### src/rtl/spi_sclk_gen.sv
// SPI master SCLK / chip-select frame generator with run-time divider, frame length
// and CPOL/CPHA; issues launch/sample strobes for the data shifter.
module spi_sclk_gen #(
    parameter int DIV_W = 8,
    parameter int CNT_W = 6
) (
    input  logic             clk,
    input  logic             rst,
    input  logic             start,
    input  logic             abort,
    input  logic [DIV_W-1:0] div,
    input  logic [CNT_W-1:0] nbits,
    input  logic             cpol,
    input  logic             cpha,
    output logic             sclk,
    output logic             cs_n,
    output logic             busy,
    output logic             launch,
    output logic             sample,
    output logic             done
);

    // Handshake: start is a request taken only while the generator is idle (busy low);
    // launch, sample and done are single-cycle strobes with no back-pressure.

    typedef enum logic [1:0] {
        IDLE = 2'd0,
        LEAD = 2'd1,
        RUN  = 2'd2,
        LAG  = 2'd3
    } state_t;

    state_t           state;
    state_t           state_n;
    logic [DIV_W-1:0] hc;
    logic [DIV_W-1:0] hc_n;
    logic [DIV_W-1:0] div_l;
    logic [CNT_W-1:0] nbits_l;
    logic [CNT_W:0]   e;
    logic [CNT_W:0]   e_n;
    logic [CNT_W:0]   edge_k;
    logic [CNT_W:0]   last_edge;
    logic             cpol_l;
    logic             cpha_l;
    logic             tick;
    logic             latch_en;
    logic             launch_q;
    logic             first_launch;
    logic             sclk_n;
    logic             cs_n_n;
    logic             busy_n;
    logic             launch_n;
    logic             sample_n;
    logic             done_n;

    assign tick      = (hc == div_l);
    assign edge_k    = e + (CNT_W+1)'(1);
    assign last_edge = {nbits_l, 1'b0};

    // With CPHA=0 the first bit must be on the wire as CS falls, so that launch is
    // decoded straight from the accepted start rather than waiting for a register.
    assign first_launch = !rst && (state == IDLE) && start && (nbits != '0) && !cpha;
    assign launch       = launch_q | first_launch;

    always_comb begin
        state_n  = state;
        hc_n     = tick ? '0 : hc + DIV_W'(1);
        e_n      = e;
        sclk_n   = sclk;
        cs_n_n   = cs_n;
        busy_n   = busy;
        launch_n = 1'b0;
        sample_n = 1'b0;
        done_n   = 1'b0;
        latch_en = 1'b0;

        case (state)
            IDLE: begin
                hc_n   = '0;
                sclk_n = cpol_l;
                if (start) begin
                    latch_en = 1'b1;
                    sclk_n   = cpol;
                    e_n      = '0;
                    if (nbits == '0) begin
                        done_n = 1'b1;
                    end else begin
                        state_n = LEAD;
                        cs_n_n  = 1'b0;
                        busy_n  = 1'b1;
                    end
                end
            end
            LEAD, RUN: begin
                if (tick) begin
                    sclk_n = ~sclk;
                    e_n    = edge_k;
                    // Odd edges are the leading edge of each SCLK cycle.
                    if (edge_k[0]) begin
                        if (cpha_l) launch_n = 1'b1;
                        else        sample_n = 1'b1;
                    end else begin
                        if (cpha_l)                  sample_n = 1'b1;
                        else if (edge_k != last_edge) launch_n = 1'b1;
                    end
                    if (state == LEAD)              state_n = RUN;
                    else if (edge_k == last_edge)   state_n = LAG;
                end
            end
            LAG: begin
                if (tick) begin
                    state_n = IDLE;
                    cs_n_n  = 1'b1;
                    busy_n  = 1'b0;
                    done_n  = 1'b1;
                end
            end
            default: state_n = IDLE;
        endcase

        // Abort wins over start and tick; the frame is dropped without done.
        if (abort && state != IDLE) begin
            state_n  = IDLE;
            hc_n     = '0;
            e_n      = '0;
            sclk_n   = cpol_l;
            cs_n_n   = 1'b1;
            busy_n   = 1'b0;
            launch_n = 1'b0;
            sample_n = 1'b0;
            done_n   = 1'b0;
        end
    end

    always_ff @(posedge clk or posedge rst) begin
        if (rst) begin
            state    <= IDLE;
            hc       <= '0;
            e        <= '0;
            div_l    <= '0;
            nbits_l  <= '0;
            cpol_l   <= 1'b0;
            cpha_l   <= 1'b0;
            sclk     <= 1'b0;
            cs_n     <= 1'b1;
            busy     <= 1'b0;
            launch_q <= 1'b0;
            sample   <= 1'b0;
            done     <= 1'b0;
        end else begin
            state    <= state_n;
            hc       <= hc_n;
            e        <= e_n;
            sclk     <= sclk_n;
            cs_n     <= cs_n_n;
            busy     <= busy_n;
            launch_q <= launch_n;
            sample   <= sample_n;
            done     <= done_n;
            if (latch_en) begin
                div_l   <= div;
                nbits_l <= nbits;
                cpol_l  <= cpol;
                cpha_l  <= cpha;
            end
        end
    end

endmodule

### config.mk
export PLATFORM = sky130hd
export DESIGN_NAME = spi_sclk_gen
export DESIGN_NICKNAME = d
export VERILOG_FILES = /design/src/rtl/spi_sclk_gen.sv
export SDC_FILE = /design/constraint.sdc
export NUM_CORES = 1
export LEC_CHECK = 0
export BUFFER_PORTS_ARGS = -buffer_cell sky130_fd_sc_hd__buf_2
export CORE_MARGIN = 4
export CORE_UTILIZATION = 25
export DETAILED_ROUTE_END_ITERATION = 12
export MAX_ROUTING_LAYER = met4
export PLACE_DENSITY = 0.38
export SYNTH_ARGS = -nofsm -noshare
export SYNTH_HDL_FRONTEND = slang
export SYNTH_SLANG_ARGS = --single-unit
### constraint.sdc
create_clock -name clk -period 2.35 [get_ports clk]
set_clock_uncertainty 0.15 [all_clocks]
set_input_delay 0.235 -clock clk [delete_from_list [all_inputs] [get_ports clk]]
set_output_delay 0.235 -clock clk [all_outputs]
set_load 0.02 [all_outputs]
### Word level (Yosys, flattened, before mapping)

Index checks and enable logic that the tools add are counted.

| storage, ports and cells | value |
|---|---|
| input port bits | 20 |
| logic and storage cells | 94 |
| output and inout port bits | 6 |
| flip-flop bits (word level) | 39 |

| operators by class | value |
|---|---|
| reduce and logical (&&, ||, !) cells | 18 |
| muxes and demuxes | 48 |
| bitwise logic cells | 2 |
| add/subtract/negate cells | 2 |
| equal/unequal tests | 11 |

Operators with widths:

| operator | count |
|---|---|
| $mux 1 | 29 |
| $mux 8 | 3 |
| $mux 7 | 3 |
| $mux 2 | 7 |
| $pmux 7 s2 | 1 |
| $add 8x1->8 const B | 1 |
| $eq 8x8->1 | 1 |
| $pmux 1 s2 | 4 |
| $add 7x1->7 const B | 1 |
| $eq 7x7->1 | 1 |
| $ne 7x7->1 | 1 |
| $logic_not 6->1 | 1 |
| $ne 3x2->1 const B | 2 |
| $ne 3x3->1 const B | 2 |
| $pmux 2 s3 | 1 |
| $reduce_bool 3->1 | 2 |
| $reduce_bool 6->1 | 1 |
| $logic_and 1x1->1 | 5 |
| $reduce_and 5->1 | 1 |
| $eq 2x2->1 const B | 2 |
| $ne 4x4->1 const B | 1 |
| $reduce_and 4->1 | 1 |
| $reduce_and 3->1 | 1 |
| $eq 2x1->1 const B | 1 |
| other kinds (7) | 8 |

### Logic depth before layout (Yosys ltp)

| depth | value |
|---|---|
| word-level depth | 8 |
| mapped depth | 9 |
| gate-level depth less buffers | 8 |

### Worst setup path after synthesis

OpenSTA, ideal clock, no wires.

| timing | value |
|---|---|
| path type | register -> register |
| start point | register e[0] |
| end point | register state[0] |
| clock period less this slack | 2.094 ns |
| cell stages (with the launch flop) | 9 |
| buffers on the path | 1 |
| library setup time | 0.077 ns |
| path slack | 0.256 ns |
| arrival time | 1.866 ns |
| path through | dfrtp_1 ha_1 and3_1 buf_6 xnor2_1 a211oi_1 o2111ai_1 a211o_1 a21oi_1 |

| between the ends | value |
|---|---|
| word-level cells in the longest chain between the ends | 4 |

Ends and longest elaborated chain:

| element | line | text |
|---|---|---|
| start, declared | 39 | `logic [CNT_W:0] e;` |
| start signal, assigned | 153 | `e <= e_n;` |
| $add 7x1->7 | 57 | `assign edge_k = e + (CNT_W+1)'(1);` |
| $eq 7x7->1 | 107 | `else if (edge_k == last_edge) state_n = LAG;` |
| $ne 4x4->1 (no line) | -- |  |
| $reduce_and 5->1 (no line) | -- |  |
| end signal, assigned | 151 | `state <= state_n;` |
| end, declared | 33 | `state_t state;` |

Every way passes these cells.
A chain may end at the register's enable or synchronous reset.

### Worst setup path in the final report

Same ends and word-level chain as after synthesis.

==> impl_metrics.env <==
export IMPL_startpoint_type="register"
export IMPL_rows=33
export IMPL_finalPower_mw=2.56
export IMPL_finalCriticalPeriod_ns=2.15
export IMPL_hold_class="primary input to register"
export IMPL_synth_warnings=0
export IMPL_pwr_share_seq_pct=40.2
export IMPL_boundaryPins=26
export IMPL_setup_viol=0
export IMPL_rsz0062_at_grt="false"
export IMPL_seq_area_frac_synth_pct=46.6
export IMPL_finalWirelength_um=4980
export IMPL_port_buffers=25
export IMPL_grt_overflow=0
export IMPL_yosysMostFrequentCell="dfrtp_1"
export IMPL_ir_drop_v=0.000362
export IMPL_post_route_drc_count=0
export IMPL_coreArea_sq_um=8180
export IMPL_fill_cells=869
export IMPL_synth_area_leaders="dfrtp_1, mux2_2, xor2_1"
export IMPL_tritoncts="done"
export IMPL_synth_seq_cells=39
export IMPL_finalHoldViolCount=0
export IMPL_cts_buffer_depth=2
export IMPL_slew_violations=0
export IMPL_postSynthNetCount=227
export IMPL_cts_made_buffers=5
export IMPL_ant_nets=0
export IMPL_drive_gt1_share_pct=26.6
export IMPL_crit_fanout=6
export IMPL_cts_clk_slew_worst_paths_ns=0.08
export IMPL_layout_nets=262
export IMPL_post_route_period_util_pct=91.6
export IMPL_power_switching_mw=0.901
export IMPL_run_status="finished clean"
export IMPL_grt_start_max_net_pins=40
export IMPL_drt_iter0_markers=61
export IMPL_yosysTopAreaCellShare_pct=45.3
export IMPL_clockPowerShare_pct=21.5
export IMPL_synth_area_leader_cell="dfrtp_1"
export IMPL_fmax_ghz=0.465
export IMPL_htree_levels=2
export IMPL_internal_power_mw=1.65
export IMPL_async_flop_share_pct=100
export IMPL_first_global_vias=1645
export IMPL_multi_input_area_sq_um=1070
export IMPL_p_comb_share_pct=38.3
export IMPL_post_dp_hpwl_um=3600
export IMPL_critPathRequiredTime_ns=2.42
export IMPL_seq_area_sq_um=978
export IMPL_grt_use_total_pct=11.5
export IMPL_antenna_cells=0
export IMPL_worstSetupPathType="register to register"
export IMPL_dieHeight_um=99.6
export IMPL_start_util_pct=25.7
export IMPL_grt_pass1_wl_um=8620
export IMPL_cts_root_buffer="clkbuf_8"
export IMPL_maxCapViolCount=0
export IMPL_die_area_sq_um=9920
export IMPL_synth_main_ff_cell="dfrtp_1"
export IMPL_swShare_pct=35.3
export IMPL_cts_setup_buffers=0
export IMPL_endpoint_kind="register"
export IMPL_p_leak_nw=1.10
export IMPL_netlist_area_sq_um=2100
export IMPL_max_slew_margin_pct=65.5
export IMPL_worst_pin_slew_ns=0.518
export IMPL_die_x_um=99.6
export IMPL_synth_edf_count=0
export IMPL_p_per_area_nw_per_um2=1020
export IMPL_cts_sinks=39
export IMPL_syn_area_per_cell_sq_um=10.4
export IMPL_synth_cell_types=42
export IMPL_crit_arrival_ns=2.22
export IMPL_drtPass1Iterations=4
export IMPL_antenna_found_initial=0
export IMPL_avgViaCountPerCell=4.63
export IMPL_postSynthCellCount=202
export IMPL_wl_per_cell_um=14.6
export IMPL_tns_ns=0
export IMPL_insertion_delay_ns=0.29
export IMPL_syn_to_final_growth_pct=19.3
export IMPL_synthTopCellsByCount="dfrtp_1, nor2_1, mux2_2"
export IMPL_vias=1585
export IMPL_gp_congestion=0.802
==> placed cells by master (no fill, tap or decap), types with 5 or more instances in the layout <==
cell type and n:
xor2_1 15, inv_1 5, buf_2 25, nor3_1 6
buf_4 8, nand3_1 13, xnor2_1 8, a21oi_1 5
clkbuf_8 5, nor2_1 19, mux2_2 16, nand2_1 9
dfrtp_1 37, o21ai_0 12
==> area by class of cell <==
class | instances | share of cell area [%]
repair buffers | 34 | 7.80
well taps | 105 | 5.25
clock inverters | 1 | 1.20
inverters | 5 | 0.750
clock buffers | 6 | 2.90
multi-input cells | 152 | 43.0
flip-flops and latches | 39 | 39.1
==> path summary, 6_finish.rpt <==
kind,start,endpoint,slack (ns),cells after the start
min in group asynchronous,rst,done$_DFF_PP0_,0.46,4
max in group asynchronous,rst,cs_n$_DFFE_PP1P_,1.20,4
worst min register to register,e[6]$_DFFE_PP0P_,e[6]$_DFFE_PP0P_,0.35,1
worst max register to register,e[0]$_DFFE_PP0P_,state[0]$_DFFE_PP0P_,0.20,7
worst max-delay path,e[0]$_DFFE_PP0P_,state[0]$_DFFE_PP0P_,0.20,7
worst min-delay path,div[7],div_l[7]$_DFFE_PP0P_,0.02,2
==> critical path, cell delays in order, from the launching register on <==
cell,delay (ns)
dfrtp_2,0.44
ha_2,0.23
and3_2,0.25
xnor2_1,0.13
a211oi_1,0.24
o2111ai_1,0.21
a211o_1,0.30
a21oi_1,0.13
==> kinds of logic (layout without fill, tap and decap cells) <==
family | Yosys count | count (layout) | share of synthesized area, %
AOI/OAI and AO/OA | 40 | 40 | 12.9
xor gates and xnor gates | 23 | 23 | 9.61
muxes | 17 | 17 | 9.07
buffers and inverters | 11 | 46 | 2.45
DFF | 39 | 39 | 46.6
adders and majority gates | 5 | 5 | 2.98
and+or+nand+nor | 67 | 67 | 16.3
==> flip-flops by register name (all words and copies together) (netlist names) <==
name and cells:
cpol_l 1, done 1, launch_q 1, sclk 1, cpha_l 1, sample 1
hc 8, state 2, div_l 8, busy 1, cs_n 1, e 7
nbits_l 6
==> repair_timing <==
action,4_1_cts,5_1_grt
hold endpoints to repair,38,0
resized for setup,0,4
setup endpoints to repair,0,3
hold buffers,1,0
==> power groups by stage <==
stage,logic [mW],registers (mW),clock network [mW]
final,0.978,1.03,0.550
after global routing,1.10,1.06,0.605
after CTS,0.982,1.03,0.574
after detailed placement,0.976,1.04,0
after global placement,0.980,1.05,0
after floorplan,0.697,1.03,0
==> metrics by stage <==
stage               util [%]  hold slack [ns]  worst slack (ns)  std cells  instance area (sq um)
floorplan                  -            0.235             0.256        202                   2100
global placement        29.1            0.272             0.170        334                   2380
detailed placement      29.1            0.269             0.101        334                   2380
CTS                     30.5          0.00928            0.0837        342                   2490
global route            30.6           0.0100            0.0168        342                   2500
finish                  30.6           0.0175             0.199        342                   2500
==> layer usage <==
| metal | global-route usage (%) | part of all wire (%) | vias to the layer above | routed length, um |
|---|---|---|---|---|
| met1 | 14.8 | 49 | 774 | 2460 |
| met3 | 2.52 | 2.8 | 6 | 140 |
| met4 | 5.04 | 1.3 | 0 | 66 |
| li1 | - | - | 787 | - |
| met2 | 17.3 | 46 | 18 | 2320 |
| met5 | - | 0 | - | 0 |
Note: power is estimated with default switching activity, not from simulation.
